--- src/rtl/conv2_acc_requant.sv ---
// conv2_acc_requant: accumulates N_TAPS signed products plus a bias per output
// pixel, then rounds, shifts, optionally applies ReLU and saturates to OUT_W.
module conv2_acc_requant #(
  parameter int PROD_W  = 23,
  parameter int BIAS_W  = 14,
  parameter int ACC_W   = 32,
  parameter int OUT_W   = 9,
  parameter int N_TAPS  = 9,
  parameter int SHIFT   = 8,
  parameter int RELU_EN = 1
) (
  input  logic              ap_clk,
  input  logic              ap_rst_n,
  input  logic [PROD_W-1:0] prod_data,
  input  logic              prod_valid,
  output logic              prod_ready,
  input  logic [BIAS_W-1:0] bias_data,
  output logic [OUT_W-1:0]  out_data,
  output logic              out_valid,
  input  logic              out_ready,
  output logic              busy
);

  localparam int CNT_W = (N_TAPS > 1) ? $clog2(N_TAPS) : 1;

  localparam logic signed [ACC_W-1:0] RND     = {{(ACC_W-1){1'b0}}, 1'b1} << (SHIFT - 1);
  localparam logic signed [ACC_W-1:0] OUT_MAX = {{(ACC_W-OUT_W+1){1'b0}}, {(OUT_W-1){1'b1}}};
  localparam logic signed [ACC_W-1:0] OUT_MIN = {{(ACC_W-OUT_W+1){1'b1}}, {(OUT_W-1){1'b0}}};

  typedef enum logic {
    S_ACC,
    S_OUT
  } state_t;

  state_t                   state_q, state_d;
  logic [CNT_W-1:0]         cnt_q, cnt_d;
  logic signed [ACC_W-1:0]  acc_q, acc_d;
  logic [OUT_W-1:0]         out_q, out_d;
  logic                     busy_q, busy_d;

  logic signed [ACC_W-1:0]  prod_ext, bias_ext, sum, r;
  logic [OUT_W-1:0]         sat;
  logic                     prod_fire, last_tap;

  // Running sum including the product being accepted, and its requantised value.
  always_comb begin
    prod_ext = {{(ACC_W-PROD_W){prod_data[PROD_W-1]}}, prod_data};
    bias_ext = {{(ACC_W-BIAS_W){bias_data[BIAS_W-1]}}, bias_data};
    sum      = ((cnt_q == '0) ? bias_ext : acc_q) + prod_ext;
    r        = (sum + RND) >>> SHIFT;
    if ((RELU_EN != 0) && r[ACC_W-1]) begin
      r = '0;
    end
    if (r > OUT_MAX) begin
      sat = {1'b0, {(OUT_W-1){1'b1}}};
    end else if (r < OUT_MIN) begin
      sat = {1'b1, {(OUT_W-1){1'b0}}};
    end else begin
      sat = r[OUT_W-1:0];
    end
  end

  // Next-state logic: accumulate in S_ACC, hold the result in S_OUT until taken.
  always_comb begin
    state_d    = state_q;
    cnt_d      = cnt_q;
    acc_d      = acc_q;
    out_d      = out_q;
    busy_d     = busy_q;
    prod_ready = (state_q == S_ACC);
    out_valid  = (state_q == S_OUT);
    prod_fire  = prod_valid && (state_q == S_ACC);
    last_tap   = (cnt_q == CNT_W'(N_TAPS - 1));
    case (state_q)
      S_ACC: begin
        if (prod_fire) begin
          acc_d  = sum;
          busy_d = 1'b1;
          if (last_tap) begin
            cnt_d   = '0;
            out_d   = sat;
            state_d = S_OUT;
          end else begin
            cnt_d = cnt_q + CNT_W'(1);
          end
        end
      end
      S_OUT: begin
        if (out_ready) begin
          busy_d  = 1'b0;
          state_d = S_ACC;
        end
      end
      default: state_d = S_ACC;
    endcase
  end

  // State and datapath registers with synchronous active-low reset.
  always_ff @(posedge ap_clk) begin
    if (!ap_rst_n) begin
      state_q <= S_ACC;
      cnt_q   <= '0;
      acc_q   <= '0;
      out_q   <= '0;
      busy_q  <= 1'b0;
    end else begin
      state_q <= state_d;
      cnt_q   <= cnt_d;
      acc_q   <= acc_d;
      out_q   <= out_d;
      busy_q  <= busy_d;
    end
  end

  assign out_data = out_q;
  assign busy     = busy_q;

endmodule

--- config.mk ---
export PLATFORM = sky130hd
export DESIGN_NAME = conv2_acc_requant
export DESIGN_NICKNAME = d
export VERILOG_FILES = /design/src/rtl/conv2_acc_requant.sv
export SDC_FILE = /design/constraint.sdc
export NUM_CORES = 1
export LEC_CHECK = 0
export ABC_CLOCK_PERIOD_IN_PS = 7800
export BUFFER_PORTS_ARGS = -buffer_cell sky130_fd_sc_hd__buf_2
export CAP_MARGIN = 20
export CELL_PAD_IN_SITES_DETAIL_PLACEMENT = 0
export CELL_PAD_IN_SITES_GLOBAL_PLACEMENT = 2
export CORE_ASPECT_RATIO = 0.6
export CORE_MARGIN = 10
export CORE_UTILIZATION = 38
export CTS_CLUSTER_SIZE = 30
export DETAILED_ROUTE_END_ITERATION = 8
export PLACE_DENSITY_LB_ADDON = 0.1
export SLEW_MARGIN = 30
export SYNTH_ARGS = -nofsm -noshare
export SYNTH_HDL_FRONTEND = slang
export SYNTH_SLANG_ARGS = --single-unit
--- constraint.sdc ---
create_clock -name ap_clk -period 7.8 [get_ports ap_clk]
set_input_delay 1.56 -clock ap_clk [delete_from_list [all_inputs] [get_ports ap_clk]]
set_output_delay 1.56 -clock ap_clk [all_outputs]
set_load 0.1 [all_outputs]
==> results of run 1 <==
==> worst min path at each step <==
stage / to / from / depth (start not counted) / slack, ns
floorplan: acc_q[2]$_SDFFE_PN0P_ / acc_q[2]$_SDFFE_PN0P_ / 2 / 0.44
global placement: acc_q[11]$_SDFFE_PN0P_ / acc_q[11]$_SDFFE_PN0P_ / 2 / 0.45
detailed placement: acc_q[8]$_SDFFE_PN0P_ / acc_q[8]$_SDFFE_PN0P_ / 2 / 0.46
CTS: acc_q[8]$_SDFFE_PN0P_ / acc_q[8]$_SDFFE_PN0P_ / 2 / 0.47
global route: out_data[8]$_SDFFE_PN0P_ / out_data[8]$_SDFFE_PN0P_ / 1 / 0.49
finish: acc_q[8]$_SDFFE_PN0P_ / acc_q[8]$_SDFFE_PN0P_ / 2 / 0.47
==> per-stage QoR <==
step / worst slack, ns / total power [uW] / utilization (%) / instances
floorplan: 2.507 / 818.2 / - / 608
global placement: 2.136 / 977.3 / 42.32 / 802
detailed placement: 2.097 / 980.8 / 42.32 / 802
CTS: 2.266 / 1254 / 43.78 / 810
global route: 1.826 / 1353 / 43.78 / 810
finish: 2.209 / 1254 / 43.78 / 810
==> per-layer routing <==
layer  global-route usage (%)  wire, um  up-vias
li1                         -         -     2282
met3                    3.247       787        9
met5                        0         0        -
met4                    2.330        61        0
met2                    23.66      5743      112
met1                    24.73      7810     2134
==> state kept, by name (all words and copies together) (netlist names) <==
register   cells
acc_q         32
busy           1
cnt_q          4
out_valid      1
out_data       9
==> area by class of cell <==
| cell class | count | share of cell area [%] |
|---|---|---|
| clock buffer | 6 | 2.613 |
| clock inverter | 2 | 0.7298 |
| inverter | 15 | 1.059 |
| multi-input combinational | 519 | 68.55 |
| sequential | 47 | 17.70 |
| tap | 165 | 3.884 |
| timing repair buffer | 56 | 5.461 |
==> power groups by stage <==
stage                     registers (uW)  logic, uW  clock network (uW)
final                                284        701                 269
after global routing                 288        779                 286
after CTS                            284        696                 275
after detailed placement             289        691                   0
after global placement               288        689                   0
after floorplan                      287        531                   0
==> cells by family (layout without fill, tap and decap cells) <==
| family | Yosys count | after routing | synth area share, % |
|---|---|---|---|
| AND/OR/NAND/NOR | 227 | 227 | 24.70 |
| AO/OA/AOI/OAI | 199 | 199 | 30.04 |
| flip-flops | 47 | 47 | 19.80 |
| buffers and inverters | 42 | 79 | 3.581 |
| adder cells (fa/ha/maj) | 38 | 38 | 10.16 |
| XOR/XNOR | 36 | 36 | 7.346 |
| multiplexers | 19 | 19 | 4.371 |
==> placed cells by master, fill, tap and decap left out, drive strengths merged, types with 14 or more instances in the layout <==
cell and count:
nand2 86, buf 56, a21oi 49, dfxtp 47
nor2 44, o21ai 41, ha 37, a21o 28
and2 22, a21boi 20, xor2 19, xnor2 17
inv 15, nand3 15, mux2 14
==> worst max-delay path: cells and delay by family (launching register included) <==
family	cells	cell delay [ns]
fa+ha+maj	3	0.74
mux	1	0.28
buf+inv	3	0.43
xor+xnor	1	0.47
simple gates	4	1.02
compound gates	7	2.15
flops	1	0.35
==> metrics.md, run 1 <==
| Metric | Value |
|---|---|
| Status | finished, final reports clean |
| IO buf count | 52 |
| Synth area leader | dfxtp_1 |
| Crit Path Max Fanout | 33 |
| Longest Clk Path Bufs | 2 |
| Vias | 4,537 |
| Sequential Area | 940.9 um2 |
| Final Wtd Congestion | 0.8646 |
| Critical Path Source Type | register |
| Worst VDD drop | 93.72 uV |
| Number of synthesized flops with an enable pin | 0 |
| Root Driver | clkbuf_16 |
| R2r endpoint | out_data[0]$_SDFFE_PN0P_ |
| Pwr per Cell Area | 235.9 mW/mm2 |
| Core Area | 0.01214 mm2 |
| CP required | 7.95 ns |
| Flop pwr share | 22.7% |
| Max-slew violations | 0 |
| Synth top cells by count | 86 x nand2_1, 47 x dfxtp_1, 44 x a21oi_1 |
| # IOs | 53 |
| # DRC | 0 |
| Net Count, Synth | 687 |
| Internal cell power | 692.7 uW |
| Synth area leaders | dfxtp_1 20%, ha_1 9.7%, nand2_1 6.8%, a21oi_1 4.6%, a21o_1 4.3% |
| CTS H-tree lvls | 2 |
| Gr usage total | 16.37% |
| Area after DPL | 0.005137 mm2 |
| CP endpoint | out_data[0]$_SDFFE_PN0P_ |
| Post-synth top area share | 19.80% |
| CTS tree | built |
| Synth Area per Inst | 7.816 um2 |
| Worst-Margin Slew | 0.7017 ns |
| Crit path from | cnt_q[0]$_SDFFE_PN0P_ |
| Layout cell share with drive strength beyond 1 | 17.52% |
| Fill cells | 1,236 |
| Period utilisation layout | 71.68% |
| Leakage | 0.002302 uW |
| Hold Vio Cnt, Final | 0 |
| Drt initial violations | 358 |
| Synth warn | 0 |
| Critical Path Max Stage Delay | 0.54 ns |
| Post_cts resized | 0 |
| Die area | 0.01753 mm2 |
| FFs w/ async S/R, synth | 0% |
| Final Cell Area | 0.005315 mm2 |
| NetSw | 561.3 uW |
| Synth Instances | 608 |
| RSZ-0062 raised after global routing | no |
| Via density | 5.601 |
| Worst setup EP type | register |
| Largest net degree at the start of global routing | 44 |
| Count leader, synth | nand2_1 |
| Clock slew at reported path FFs | 0.07 ns |
| CP arrival | 5.74 ns |
| CTS Hold Bufs | 0 |
| Max cap viols | 0 |
| Slowest cell on the critical path | a2111oi_4 |
| Slew margin rel. | 53.22% |
| Clock Latency Late Sink | 0.30 ns |
| Synth Flop Type | dfxtp_1 |
| # diodes | 0 |
| Reg2reg start | cnt_q[0]$_SDFFE_PN0P_ |
| Initial antenna violation count | 0 |
| Min Tclk post-route | 5.591 ns |
| Clock Sinks | 47 |
| Sw Share | 44.76% |
| Fmax | 178.8 MHz |
| R2R setup slack | 2.21 ns |
| Post-detail-place hpwl | 11,220 um |
| Clk pwr share | 21.4% |
| Starting Density | 39.14% |
| Combinational power share | 55.9% |
| # setup viols final | 0 |
| Skew final | 0.004236 ns |
| Global-route wire length before repair | 23,600 um |
| Worst-path cell chain | inv_1 > ha_1 > or3b_2 > buf_4 > mux2_2 > ha_1 > inv_1 > fa_1 > nand2b_1 > a21o_1 > a31oi_1 > a21oi_1 > xnor2_1 > o2111ai_2 > nor4_4 > nand3b_1 > a211o_1 > a2111oi_4 > a211oi_1 |
| CTS Buf Count | 5 |
| Area of the multi-input gates | 0.003643 mm2 |
| Kind of critical path | register to register |
| Netlist Area Pre-Place | 0.004752 mm2 |
| Type of the worst min-delay path | register to register |
| Net total in the final layout | 723 |
| Routed length per instance | 17.78 um |
| Final setup TNS | 0 ns |
| Library cells used by synthesis | 79 |
| R2R depth | 19 |
| Global route overflow | 0 |
| Routed wire length | 14,400 um |
| WHS | 0.4665 ns |
| Die Ht | 106.6 um |
| Area growth syn-to-layout | 11.85% |
| Yosys reg bits | 47 |
| Detail Route Antenna Nets | 0 |
| Post-CTS Setup Bufs | 0 |
| DRT Pass-1 Iters | 6 |
| Vias in the first global route | 4,478 |
| Die X | 164.4 um |
| Row cnt | 31 |
| Sequential element share of the synthesized area | 19.80% |
Note: power is estimated with default switching activity, not from simulation.
==> run 2: changes to the inputs <==
--- a/config.mk
+++ b/config.mk
@@ -5,14 +5,15 @@
 export SDC_FILE = /design/constraint.sdc
 export NUM_CORES = 1
 export LEC_CHECK = 0
-export ABC_CLOCK_PERIOD_IN_PS = 7800
+export ABC_AREA = 1
+export ABC_CLOCK_PERIOD_IN_PS = 4800
 export BUFFER_PORTS_ARGS = -buffer_cell sky130_fd_sc_hd__buf_2
 export CAP_MARGIN = 20
 export CELL_PAD_IN_SITES_DETAIL_PLACEMENT = 0
 export CELL_PAD_IN_SITES_GLOBAL_PLACEMENT = 2
 export CORE_ASPECT_RATIO = 0.6
 export CORE_MARGIN = 10
-export CORE_UTILIZATION = 38
+export CORE_UTILIZATION = 29
 export CTS_CLUSTER_SIZE = 30
 export DETAILED_ROUTE_END_ITERATION = 8
 export PLACE_DENSITY_LB_ADDON = 0.1
==> constraint.sdc (replaced) <==
create_clock -name ap_clk -period 4.8 [get_ports ap_clk]
set_input_delay 0.96 -clock ap_clk [delete_from_list [all_inputs] [get_ports ap_clk]]
set_output_delay 0.96 -clock ap_clk [all_outputs]
set_load 0.1 [all_outputs]
==> metrics.md, run 2 <==
| Metric | Value |
|---|---|
| Status | finished, final reports clean |
| Min Tclk post-route | 4.472 ns |
| Sequential element share of the synthesized area | 15.86% |
| Largest register FFs | 32 |
| Library cells used by synthesis | 39 |
| Number of synthesized flops with an enable pin | 0 |
| Xor/xnor share of the synthesized area | 2.068% |
| Critical Path Max Stage Delay | 0.34 ns |
| # diodes | 0 |
| Die area | 0.02676 mm2 |
| Global-route wire length before repair | 34,370 um |
| Post-detail-place hpwl | 19,330 um |
| IO buf count | 52 |
| Largest net degree at the start of global routing | 47 |
| # DRC | 0 |
| Root Driver | clkbuf_16 |
| Final Cell Area | 0.006759 mm2 |
| Max cap viols | 0 |
| Synth Flop Type | dfxtp_1 |
| CTS H-tree lvls | 2 |
| Initial antenna violation count | 0 |
| Period utilisation layout | 93.17% |
| Synth area leader | nand2_1 |
| R2R setup slack | 0.33 ns |
| Pwr per Cell Area | 348.1 mW/mm2 |
| Post-synthesis adder-cell area fraction | 8.143% |
| Layout cell share with drive strength beyond 1 | 18.54% |
| Synth Area per Inst | 5.632 um2 |
| Hold Vio Cnt, Final | 0 |
| CTS Buf Count | 5 |
| Clock Sinks | 47 |
| Area after DPL | 0.006524 mm2 |
| Final Wtd Congestion | 0.8744 |
| Post-synth top area share | 21.39% |
| Max-slew violations | 0 |
| Detail Route Antenna Nets | 0 |
| Most frequent cells in the layout | 336 x nand2_1, 199 x inv_1, 65 x nor2_1 |
| Count leader, synth | nand2_1 |
| # IOs | 53 |
| Leakage | 0.003807 uW |
| Largest family of logic cells by synthesized area | simple AND/OR/NAND/NOR gates |
| Worst VDD drop | 140.0 uV |
| Area growth syn-to-layout | 13.97% |
| Die Ht | 130.8 um |
| Synth Instances | 1,053 |
| DRT Pass-1 Iters | 6 |
| Die X | 204.6 um |
| Yosys reg bits | 47 |
| Clock Latency Late Sink | 0.31 ns |
| Type of the worst min-delay path | register to register |
| Row cnt | 40 |
| Longest Clk Path Bufs | 2 |
| Synth area leaders | nand2_1 21%, dfxtp_1 16%, inv_1 13%, ha_1 7.8%, nand3_1 5.0% |
| CP required | 5.00 ns |
| Area of the multi-input gates | 0.004143 mm2 |
| Simple-gate portion of the synthesized area | 46.65% |
| Routed wire length | 22,820 um |
| Net total in the final layout | 1,184 |
| WHS | 0.4289 ns |
| CP most frequent cell | nand2_1 |
| Post-synthesis compound-gate area fraction | 12.51% |
| Drt initial violations | 477 |
| FFs w/ async S/R, synth | 0% |
| Global route overflow | 0 |
| Most common cell after layout, fill and taps aside | nand2_1 |
| Slowest cell on the critical path | dfxtp_1 |
| Clock slew at reported path FFs | 0.08 ns |
| Critical Path Source Type | register |
| Sequential Area | 940.9 um2 |
| Routed length per instance | 16.55 um |
| Net Count, Synth | 1,132 |
| Largest reg by FF count | acc_q |
| Via density | 4.608 |
| Fmax | 223.6 MHz |
| Synth top cells by count | 338 x nand2_1, 199 x inv_1, 69 x nor2_1 |
| Kind of critical path | register to register |
| Worst setup EP type | register |
| Vias in the first global route | 5,808 |
| Gr usage total | 16.94% |
| Mux share of post-synthesis cell area | 0% |
| Core Area | 0.02007 mm2 |
| CTS tree | built |
| Crit Path Max Fanout | 13 |
| Fill cells | 2,329 |
| CP arrival | 4.68 ns |
| # setup viols final | 0 |
| Starting Density | 29.55% |
| Worst-Margin Slew | 0.8510 ns |
| Synth warn | 0 |
| Netlist Area Pre-Place | 0.005931 mm2 |
| Vias | 6,354 |
| Skew final | 0.008549 ns |
| Slew margin rel. | 43.13% |
run 2: per-stage QoR:
step / setup WS, ns / util (%) / cells / TNS, ns / total power, uW
2_1_floorplan: 1.060 / - / 1053 / 0 / 1468
3_3_place_gp: -0.1004 / 32.51 / 1368 / -0.7967 / 1948
3_5_place_dp: 0.01011 / 32.51 / 1368 / 0 / 1921
4_1_cts: 0.1898 / 33.27 / 1376 / 0 / 2327
5_1_grt: -0.00007416 / 33.68 / 1379 / -0.00007416 / 2556
6_report: 0.3279 / 33.68 / 1379 / 0 / 2353
run 2: logic make-up after synthesis:
logic type,after synthesis
AO/OA/AOI/OAI,129
XOR/XNOR,14
flip-flops,47
AND/OR/NAND/NOR,592
adder cells (fa/ha/maj),38
buffers and inverters,233
run 2: area by class of cell:
cell class	instances	share of cell area (%)
Inverter	215	11.94
Multi-Input combinational cell	773	61.29
Timing Repair Buffer	63	5.516
Tap cell	273	5.054
Clock inverter	3	0.4258
Sequential cell	47	13.92
Clock buffer	5	1.851
run 2: what timing repair did:
action,in CTS,in global routing
setup endpoints to repair,0,8
setup buffers,0,2
gates resized for setup,0,16
hold buffers,0,0
run 2: worst paths after layout:
| check | startpoint | end | depth (start not counted) |
|---|---|---|---|
| worst min-delay path | out_data[8]$_SDFFE_PN0P_ | out_data[8]$_SDFFE_PN0P_ | 2 |
| worst max register to register | cnt_q[0]$_SDFFE_PN0P_ | out_data[4]$_SDFFE_PN0P_ | 28 |
| worst max-delay path | cnt_q[0]$_SDFFE_PN0P_ | out_data[4]$_SDFFE_PN0P_ | 28 |
| worst min register to register | out_data[8]$_SDFFE_PN0P_ | out_data[8]$_SDFFE_PN0P_ | 2 |
run 2: report_power, final:
part	switching [uW]	internal, uW
clock	191	201
sequential	22.5	427
combinational	1070	445
total	1280	1070
run 2: metal layers:
layer / part of all wire [%] / vias up / track usage (%)
met5: 0 / - / 0
met4: 0.72 / 0 / 2.687
met3: 5.3 / 9 / 2.631
met2: 33 / 128 / 20.16
met1: 61 / 2853 / 29.05
li1: - / 3364 / -
run 2: critical path, delay by kind of cell, from the launching register on:
kind            cells  cell delay (ns)
simple gates       17             2.65
buf+inv             7             0.71
fa+ha+maj           2             0.47
flops               1             0.34
compound gates      2             0.18
